**src/rtl/uart_tx_arbiter_pkg.sv**
```systemverilog
// Shared definitions for the UART transmit arbiter and other UART clients.
//   ByteW     : width of one UART data byte
//   state_e   : arbiter grant state (idle / sending a message)
//   cnt_width : width of a saturating counter that must reach 'limit'
package uart_tx_arbiter_pkg;

  localparam int unsigned ByteW = 8;

  typedef enum logic [0:0] {
    StIdle = 1'b0,
    StSend = 1'b1
  } state_e;

  // A zero limit still needs a 1-bit counter so the register is never zero-width.
  function automatic int unsigned cnt_width(int unsigned limit);
    return (limit == 0) ? 1 : $clog2(limit + 1);
  endfunction

endpackage

```
**src/rtl/uart_tx_arbiter_rr_pick.sv**
```systemverilog
// Combinational round-robin first-set-bit finder.
//   req   : request vector, one bit per requester
//   start : index where the scan begins (wraps past N-1 back to 0)
//   index : first requesting index at or after start
//   found : at least one request bit is set
module uart_tx_arbiter_rr_pick #(
  parameter int unsigned N    = 4,
  parameter int unsigned IdxW = $clog2(N)
) (
  input  logic [N-1:0]    req,
  input  logic [IdxW-1:0] start,
  output logic [IdxW-1:0] index,
  output logic            found
);

  always_comb begin
    int unsigned j;
    j     = 0;
    index = '0;
    found = 1'b0;
    for (int unsigned k = 0; k < N; k++) begin
      j = (32'(start) + k) % N;
      if (!found && req[j[IdxW-1:0]]) begin
        found = 1'b1;
        index = j[IdxW-1:0];
      end
    end
  end

endmodule

```
**src/rtl/uart_tx_arbiter.sv**
```systemverilog
// Message-granular round-robin arbiter sharing one UART transmitter among Ports requesters.
// A requester keeps the grant until it transfers a byte flagged LAST, or until it leaves
// VALID low mid-message for Timeout consecutive cycles (Timeout = 0 disables that release).
//   CLK, RST          : clock and synchronous active-high reset
//   VALID/DATA/LAST   : per-requester byte offer (DATA slice i is bits [8i+7:8i])
//   ACK               : one-cycle accept, only ever to the current owner
//   UDIN/UOE/URDY     : UART transmit handshake; a byte moves when UOE & URDY
//   BUSY              : a grant is held
//   OWNER             : current or most recent owner index
//   TOUT              : one-cycle pulse in the first idle cycle after a forced release
module uart_tx_arbiter
  import uart_tx_arbiter_pkg::*;
#(
  parameter int unsigned Ports   = 4,
  parameter int unsigned Timeout = 1024,
  localparam int unsigned IdxW   = $clog2(Ports)
) (
  input  logic                   CLK,
  input  logic                   RST,
  input  logic [Ports-1:0]       VALID,
  input  logic [ByteW*Ports-1:0] DATA,
  input  logic [Ports-1:0]       LAST,
  output logic [Ports-1:0]       ACK,
  output logic [ByteW-1:0]       UDIN,
  output logic                   UOE,
  input  logic                   URDY,
  output logic                   BUSY,
  output logic [IdxW-1:0]        OWNER,
  output logic                   TOUT
);

  localparam int unsigned     CntW    = cnt_width(Timeout);
  localparam logic [CntW-1:0] CntLast = CntW'(Timeout - 1);
  localparam logic [CntW-1:0] CntMax  = '1;

  state_e            state_q, state_d;
  logic [IdxW-1:0]   ptr_q, owner_q, owner_next, pick_idx;
  logic              pick_found;
  logic [CntW-1:0]   cnt_q;
  logic              tout_q;
  logic              in_send, own_valid, own_last, xfer, stall, expire;
  logic [ByteW-1:0]  own_data;

  uart_tx_arbiter_rr_pick #(
    .N    (Ports),
    .IdxW (IdxW)
  ) u_pick (
    .req   (VALID),
    .start (ptr_q),
    .index (pick_idx),
    .found (pick_found)
  );

  // Owner's request lines, selected by the registered owner index.
  always_comb begin
    own_valid = 1'b0;
    own_last  = 1'b0;
    own_data  = '0;
    for (int unsigned i = 0; i < Ports; i++) begin
      if (owner_q == IdxW'(i)) begin
        own_valid = VALID[i];
        own_last  = LAST[i];
        own_data  = DATA[ByteW*i +: ByteW];
      end
    end
  end

  assign in_send    = (state_q == StSend);
  assign xfer       = in_send && own_valid && URDY;
  // Only an absent byte counts as a stall; UART backpressure never does.
  assign stall      = in_send && !own_valid;
  assign expire     = (Timeout != 0) && stall && (cnt_q == CntLast);
  assign owner_next = (owner_q == IdxW'(Ports - 1)) ? '0 : owner_q + 1'b1;

  // State register.
  always_ff @(posedge CLK) begin
    if (RST) begin
      state_q <= StIdle;
    end else begin
      state_q <= state_d;
    end
  end

  // Next-state logic.
  always_comb begin
    state_d = state_q;
    unique case (state_q)
      StIdle: if (pick_found) state_d = StSend;
      StSend: if ((xfer && own_last) || expire) state_d = StIdle;
      default: state_d = StIdle;
    endcase
  end

  // Pointer, owner, stall counter and timeout pulse.
  always_ff @(posedge CLK) begin
    if (RST) begin
      ptr_q   <= '0;
      owner_q <= '0;
      cnt_q   <= '0;
      tout_q  <= 1'b0;
    end else begin
      tout_q <= expire;
      if (state_q == StIdle && pick_found) begin
        owner_q <= pick_idx;
        cnt_q   <= '0;
      end
      if (xfer) begin
        cnt_q <= '0;
        if (own_last) ptr_q <= owner_next;
      end else if (stall && cnt_q != CntMax) begin
        cnt_q <= cnt_q + 1'b1;
      end
      if (expire) ptr_q <= owner_next;
    end
  end

  // Outputs; gated by RST so a reset cycle can never accept a byte.
  always_comb begin
    ACK  = '0;
    UDIN = '0;
    UOE  = 1'b0;
    BUSY = 1'b0;
    if (in_send && !RST) begin
      BUSY = 1'b1;
      UOE  = own_valid;
      UDIN = own_data;
      for (int unsigned i = 0; i < Ports; i++) begin
        ACK[i] = (owner_q == IdxW'(i)) && own_valid && URDY;
      end
    end
  end

  assign OWNER = owner_q;
  assign TOUT  = tout_q;

endmodule
```
**config.mk**
```make
export PLATFORM = sky130hd
export DESIGN_NAME = uart_tx_arbiter
export DESIGN_NICKNAME = d
export VERILOG_FILES = /design/src/rtl/uart_tx_arbiter_pkg.sv /design/src/rtl/uart_tx_arbiter_rr_pick.sv /design/src/rtl/uart_tx_arbiter.sv
export SDC_FILE = /design/constraint.sdc
export NUM_CORES = 1
export LEC_CHECK = 0
export CORE_ASPECT_RATIO = 1.2
export CORE_MARGIN = 5
export CORE_UTILIZATION = 44
export CTS_BUF_LIST = sky130_fd_sc_hd__clkbuf_8
export DETAILED_ROUTE_END_ITERATION = 16
export GPL_TIMING_DRIVEN = 0
export PLACE_DENSITY = 0.83
export SYNTH_ARGS = -nofsm -noshare
export SYNTH_HDL_FRONTEND = slang
export SYNTH_SLANG_ARGS = --single-unit
```
**constraint.sdc**
```tcl
create_clock -name CLK -period 2.1 [get_ports CLK]
set_input_delay 0.42 -clock CLK [delete_from_list [all_inputs] [get_ports CLK]]
set_output_delay 0.42 -clock CLK [all_outputs]
set_load 0.02 [all_outputs]
```
After elaboration in Yosys (flattened, before gate mapping)
Index checks and enable logic that the tools add are counted.
- add/subtract/negate cells: 5
- $lt $le $gt $ge: 4
- equal/unequal tests: 5
- multiplexer cells: 41
- bitwise logic cells: 1
- reductions and logical operators: 31
- operator list (cell ; count):
    two-way mux 8 bit ; 5
    two-way mux 11 bit ; 2
    two-way mux 1 bit ; 20
    logical AND 1 bit ; 19
    two-way mux 2 bit ; 8
    less-than comparator 2 x 3 -> 1 bit (second input constant) ; 4
    adder 11 x 1 -> 11 bit (second input constant) ; 1
    == test 11 x 10 -> 1 bit (second input constant) ; 1
    inequality test 11 bit (second input constant) ; 1
    binary-select mux 1 bit (select 2 bit) ; 4
    nonzero test 2 bit ; 3
    logical NOT 1 bit ; 5
    adder 2 x 1 -> 2 bit (second input constant) ; 2
    adder 2 bit (second input constant) ; 2
    == test 2 bit (second input constant) ; 2
    two-way mux 4 bit ; 1
    == test 2 x 1 -> 1 bit (second input constant) ; 1
    logical NOT 2 bit ; 1
    case mux 1 bit (2 select lines) ; 1
    AND reduction 2 bit ; 1
    OR reduction 2 bit ; 1
    logical OR 1 bit ; 1
    NOT 1 bit ; 1
- bits in registers: 17
- bits of input ports: 43

Depth between registers and ports, before layout
Gate-level depths: netlist of run 1.
- depth in word-level cells: 15
- mapped depth: 8

Cells and area by module
Synthesis of run 1 repeated with hierarchy kept, for this count alone.
- cell total of the unflattened synthesis: 194
- area total of the unflattened synthesis: 1358.8 µm²
- modules (own cells, without submodules) (module ; instances ; cells an instance ; area each (µm²)):
    uart_tx_arbiter ; 1 ; 179 ; 1281.2
    uart_tx_arbiter_rr_pick ; 1 ; 15 ; 77.6

Worst setup path before layout of run 1
No wires, ideal clock.
- kind: register to output
- from: reg owner_q[1], in the netlist OWNER[1]
- to: out ACK[0]
- arrival: 2.088 ns
- required time: 1.680 ns
- path slack: -0.408 ns
- cell stages (with the launch flop): 7
- buffers on the path: 0
- cell sequence: dfxtp_1 > inv_1 > ha_1 > nand3b_1 > a221o_2 > nor2_1 > and3_1
- cells in the longest elaborated chain, start to end: 8
- elaborated cells on any way between the ends: 11
- RTL lines (what ; line ; RTL):
    from (decl) ; uart_tx_arbiter.sv:37 ; logic [IdxW-1:0] ptr_q, owner_q, owner_next, pick_idx;
    from (signal assigned) ; uart_tx_arbiter.sv:104 ; owner_q <= pick_idx;
    logical NOT 2 bit ; uart_tx_arbiter.sv:60, uart_tx_arbiter.sv:128 ;
    two-way mux 1 bit (4 in a row) ; uart_tx_arbiter.sv:60 ; if (owner_q == IdxW'(i)) begin
    logical AND 1 bit (*) (2 in a row) ; uart_tx_arbiter.sv:128 ; ACK[i] = (owner_q == IdxW'(i)) && own_valid && URDY;
    two-way mux 4 bit (*) ; uart_tx_arbiter.sv:123 ; if (in_send && !RST) begin
    to (decl) ; uart_tx_arbiter.sv:23 ; output logic [Ports-1:0] ACK,
Mark *: on every way between the ends. The rest lies on a longest branch, timed or not.

Final worst setup path of run 1
- from: reg owner_q[0], in the netlist OWNER[0]
- to: out ACK[3]
- cells in the longest elaborated chain, start to end: 8
- elaborated cells on any way between the ends: 11
- RTL lines (what ; line):
    logical NOT 2 bit ; uart_tx_arbiter.sv:60
    two-way mux 1 bit (4 in a row) ; uart_tx_arbiter.sv:60
    logical AND 1 bit (*) (2 in a row) ; uart_tx_arbiter.sv:128
    two-way mux 4 bit (*) ; uart_tx_arbiter.sv:123
Marked as above.

==> results of run 1 <==
==> cell usage after synthesis, drive strengths merged (6+ instances only) <==
cell type | n | share of area
nand2 | 16 | 0.043
a221oi | 10 | 0.067
a21oi | 27 | 0.099
nor3 | 11 | 0.039
nand3 | 15 | 0.061
inv | 9 | 0.024
clkbuf | 6 | 0.016
and3 | 7 | 0.031
nor2b | 10 | 0.045
nor2 | 20 | 0.055
dfxtp | 17 | 0.24
o21ai | 8 | 0.029
==> logic make-up after synthesis <==
family,share of synthesized area
AO/OA/AOI/OAI,0.292
flip-flops,0.243
AND/OR/NAND/NOR,0.363
buffers and inverters,0.0563
adder cells (fa/ha/maj),0.0447
==> sequential cells by signal, indices dropped and copies added, names as in the netlist <==
signal	cells
OWNER	2
TOUT	1
cnt_q	11
in_send	1
ptr_q	2
==> worst paths after layout <==
check	startpoint	endpoint	slack, ps	cells after the start
setup / recovery	OWNER[0]	ACK[3]	-240	6
hold / removal	RST	TOUT	480	2
setup reg to reg	OWNER[1]	cnt_q[9]	-20	8
hold reg to reg	cnt_q[10]	cnt_q[10]	490	2
==> what timing repair did <==
action | CTS | global route
gates cloned | 0 | 1
setup buffers | 3 | 1
resized for setup | 106 | 9
pin swaps | 14 | 2
setup endpoints to repair | 16 | 26
==> worst max-delay path: cells and delay by family (launching register included) <==
family | cells | cell delay (ps)
DFF | 1 | 410
buffers and inverters | 3 | 730
adders and majority gates | 1 | 280
and+or+nand+nor | 2 | 240
==> through the flow <==
step / power, W / worst slack, ps / TNS, ps
2_1_floorplan: 0.000532 / 1.36 / 0
3_3_place_gp: 0.000677 / -866 / -12150
3_5_place_dp: 0.000684 / -890 / -12960
4_1_cts: 0.000968 / -196 / -1890
5_1_grt: 0.00104 / -292 / -4550
6_report: 0.000993 / -235 / -2070
==> power groups by stage <==
stage	combinational (W)	clock [W]	sequential, W
detailed placement	0.000339	0	0.000345
floorplan	0.000187	0	0.000345
global route	0.000436	0.000262	0.000340
finish	0.000407	0.000247	0.000339
global placement	0.000333	0	0.000345
CTS	0.000378	0.000251	0.000338
==> layout make-up <==
cell class	count	area, um^2
multi-input cells	159	1150
flip-flops and latches	17	348
inverters	9	38.8
well taps	36	45.0
repair buffers	63	623
plain buffers	11	98.8
clock buffers	3	41.3
clock inverters	1	3.75
fillers	203	706
==> routing by layer <==
metal,vias up,GRT usage
met5,-,0
met4,0,0.0873
met3,19,0.0306
met2,76,0.396
met1,789,0.265
li1,863,-
==> run summary, run 1 <==
Via count of the first global-routing pass - 1621
CTS root buffer - clkbuf_8
Post-Syn Instances - 196
Commonest non-fill, non-tap cell in the layout - clkdlybuf4s50_1
Initial DRC count - 106
Ys Warns - 0
CP endpoint kind - primary output
Worst setup margin - -235 ps
RSZ-0062 raised after global routing - true
Period utilisation layout - 1.11
Core ar. - 0.00306 mm^2
Clk slew on worst S/H paths - 70 ps
Met2 wire len - 2.61 mm
Failing checks - setup timing
Crit path max-delay cell type - dfxtp_4
Final core occ - 0.769
GRT Resource Usage Total - 0.225
Boundary Pins - 60
Number of synthesized flops with an enable pin - 0
Routability congestion estimate - 0.895
Final std cells w/o fill - 299
Routed Antenna Nets - 0
Max incr delay on CP - 410 ps
PD cells - 423 mW/mm^2
Via Count - 1747
CTS Buf Count - 3
Clock share of power - 0.249
Status - finished, violations left
Vias per cell - 5.84
Final hold vios - 0
Fin Clk Skew - 1.47 ps
Switching Share - 0.330
Final min period - 2340 ps
Synth cell types - 45
Placed Area - 0.00209 mm^2
Register area share after synthesis - 0.243
Initial Util - 0.458
N_diodes - 0
Clk_lat worst skew - 260 ps
Pre-antenna DRT Iters - 4
Required @ worst endpoint - 1680 ps
Ys async rst share - 0
Drt total wl - 5.17 mm
Die area - 0.00441 mm^2
Clock buffer depth - 2
CP Cell Sequence - ha_2 -> clkbuf_4 -> buf_4 -> nand3_1 -> nor2_1 -> clkdlybuf4s15_2
Sequential power share - 0.341
Final setup fails - 14
LEAKAGE - 0.859 nW
VDD IR-drop max - 0.000433 V
Routed len/inst - 17.3 um
Internal power - 0.000665 W
Rows - 22
Comb pwr share - 0.410
Nets - 312
H-tree level count - 1
Total gr overflow - 0
WHS - 481 ps
Largest net degree at the start of global routing - 11
Synth Flop Type - dfxtp_1
Max-slew headroom - 0.649
Crit path launch type - flop
M1 wire length - 1.95 mm
Die width - 61.5 um
Critical path type - reg -> out
Most frequent cells in the layout - 41 x clkdlybuf4s50_1, 25 x a21oi_1, 16 x nand2_1, 15 x dfxtp_1, 13 x nand3_1
Synthesized area - 0.00140 mm^2
Chip Height - 71.8 um
Port bufs - 58
# Max-Cap Violations - 0
Net Count, Synth - 244
Clk sinks - 17
First-pass GRT wire length - 7.68 mm
DRC Markers - 0
DR WL met3 - 457 um
Layout cell share with drive strength beyond 1 - 0.285
Hold crit path type - in -> reg
Placed Cells incl. Taps - 290
Worst Max-Slew Pin Slew - 526 ps
Switching pwr - 0.000328 W
Initial antenna violation count - 0
Post-synthesis register bit count - 17
Hold_buf cts - 0
HPWL after DPL - 3.72 mm
P&R area growth vs syn - 68.0%
Top sig layer - met4
Avg Cell Area, Syn - 7.14 um^2
Slew Viols, Final - 0
Peak fanout along the critical path - 10
Worst Path Arrival - 1920 ps
CTS tree - built
Final instance area - 0.00235 mm^2
Max Clk Rate - 428 MHz
Note: power is estimated with default switching activity, not from simulation.
==> run 2, diff against run 1 <==
- CORE_ASPECT_RATIO: 1.2 -> not set
- SETUP_SLACK_MARGIN: not set -> 0.3
==> run 2 against run 1 <==
Effect of this change: the flow still finishes with violations (setup timing); first-iteration DRC count shrank 38%; count of clock-buffer cells in the layout unchanged; design area grew 1.4%; core utilization grew 1.2 points; register-to-register slack about the same; flip-flop and latch count did not move; fmax is 2.3% higher; wire length up 2.7%; sequential power barely moved; cell count grew 3.3%; critical path depth rose by 3; combinational power up 3%; critical endpoint is now UDIN[6].
==> run summary, run 2 (synthesized netlist as in run 1, its figures left out) <==
Status - finished, violations left
Failing checks - setup timing
Fin Setup TNS - -1730 ps (+341 ps)
Most frequent cells in the layout - 39 x clkdlybuf4s50_1, 24 x a21oi_1, 16 x nand2_1, 14 x dfxtp_1, 13 x nand3_1
LEAKAGE - 0.906 nW (+5.5%)
Period utilisation layout - 1.09 (-0.0253)
Placed Cells incl. Taps - 298 (+2.8%)
Rows - 20 (-9.1%)
Initial antenna violation count - 0 (unchanged)
Peak fanout along the critical path - 10 (unchanged)
Final std cells w/o fill - 309 (+3.3%)
Fin Clk Skew - 7.22 ps (+5.75 ps)
Largest net degree at the start of global routing - 11 (unchanged)
HPWL after DPL - 3.64 mm (-2.2%)
Vias per cell - 5.69 (-2.7%)
Crit path max-delay cell type - dfxtp_4
Final setup fails - 14 (unchanged)
Final hold vios - 0 (unchanged)
H-tree level count - 1 (unchanged)
Routability congestion estimate - 0.857 (-4.3%)
Slew Viols, Final - 0 (unchanged)
CTS Buf Count - 3 (unchanged)
P&R area growth vs syn - 70.4%
Required @ worst endpoint - 1680 ps (about the same)
CTS root buffer - clkbuf_8
Commonest non-fill, non-tap cell in the layout - clkdlybuf4s50_1
Worst Path Arrival - 1860 ps (-60 ps)
Die area - 0.00441 mm^2 (-0.10%)
Layout cell share with drive strength beyond 1 - 0.317 (+0.0318)
Initial DRC count - 66 (-38%)
CTS tree - built
FILL cells - 231 (+14%)
Critical path type - reg -> out
Worst Max-Slew Pin Slew - 500 ps (-25.8 ps)
Max-slew headroom - 0.667 (+0.0172)
Via count of the first global-routing pass - 1750 (+8.0%)
Port bufs - 58 (unchanged)
Largest Register - cnt_q
Initial Util - 0.458 (about the same)
Clock buffer depth - 2 (unchanged)
Clk sinks - 17 (unchanged)
First-pass GRT wire length - 8.52 mm (+11%)
Final min period - 2280 ps (-53.1 ps)
Die width - 66.4 um (+8.0%)
PD cells - 417 mW/mm^2 (-1.3%)
Drt total wl - 5.31 mm (+2.7%)
Core ar. - 0.00305 mm^2 (about the same)
Worst setup margin - -182 ps (+53.1 ps)
Via Count - 1757 (+0.57%)
Top delay family on crit path - buffers and inverters
CP Cell Sequence - inv_4 -> ha_2 -> clkbuf_8 -> clkbuf_16 -> a221oi_2 -> nor3_1 -> a21oi_1 -> nor2_2 -> buf_6
Chip Height - 66.4 um (-7.5%)
GRT Resource Usage Total - 0.246 (+0.0212)
Crit path launch type - flop
Routed Antenna Nets - 0 (unchanged)
Total gr overflow - 0 (unchanged)
Clk_lat worst skew - 250 ps (about the same)
Pre-antenna DRT Iters - 4 (unchanged)
Max incr delay on CP - 400 ps (about the same)
RSZ-0062 raised after global routing - true
CP endpoint kind - primary output
Routed len/inst - 17.2 um (-0.58%)
DRC Markers - 0 (unchanged)
Hold crit path type - in -> reg
N_diodes - 0 (unchanged)
# Max-Cap Violations - 0 (unchanged)
Worst path bufs/invs - 4 (+1)
Clk slew on worst S/H paths - 60 ps (about the same)
Largest register FFs - 11 (unchanged)
Max Clk Rate - 438 MHz (+2.3%)
Nets - 314 (+0.64%)
VDD IR-drop max - 0.000388 V (-10%)
Boundary Pins - 60 (unchanged)
-- run 2: final timing paths --
path                            slack [ps]       from  depth (start not counted)         to
worst min-delay path                   450        RST                          2   OWNER[0]
worst max-delay path                  -180   OWNER[0]                          9    UDIN[6]
worst min register to register         500  cnt_q[10]                          2  cnt_q[10]
worst max register to register         -10   OWNER[0]                          8   cnt_q[9]
-- run 2: final cells by class --
cell class                 count  area [um^2]  share of cell area
timing repair buffer          65          629               0.264
multi-input combinational    159         1150               0.482
inverter                       9         38.8              0.0163
buffer                        11          116              0.0488
clock inverter                 1         3.75             0.00157
sequential                    17          349               0.146
clock buffer                   3         41.3              0.0173
tap                           44         55.1              0.0231
-- run 2: per-stage QoR --
step                utilization  hold slack (ps)  total power, W  cell area [um^2]  setup slack (ps)
CTS                       0.766              443        0.000972              2340              -148
detailed placement        0.698              485        0.000686              2130              -856
finish                    0.781              447        0.000994              2380              -182
floorplan                     -              459        0.000538              1490              4.08
global placement          0.698              476        0.000682              2130              -860
global route              0.781              448         0.00106              2380              -325
-- run 2: layer usage --
| layer | up-vias | share of wire | routed length [um] | global-route usage |
|---|---|---|---|---|
| met2 | 54 | 0.49 | 2580 | 0.414 |
| met4 | 0 | 0.0072 | 38 | 0.0482 |
| met3 | 7 | 0.057 | 301 | 0.0374 |
| met5 | - | 0 | 0 | 0 |
| li1 | 868 | - | - | - |
| met1 | 828 | 0.45 | 2390 | 0.330 |
-- run 2: what timing repair did --
action                                  in CTS  in global routing
endpoints found under the setup margin      29                 33
pin swaps                                   12                  2
setup buffers                                6                  0
gates resized for setup                    100                 13
hold buffers                                 0                  0
cloned                                       1                  0
-- run 2: worst reg2reg max path, cell delays in order, from the launching register on --
cell	delay [ps]
dfxtp_4	400
inv_4	60
ha_2	200
a211oi_2	270
a221o_2	240
buf_4	160
nand3_2	110
or4_1	470
a21oi_1	150
-- run 2: power by group --
group | switching, W | internal, W
clock | 0.000107 | 0.000130
combinational | 0.000206 | 0.000212
sequential | 0.0000106 | 0.000329
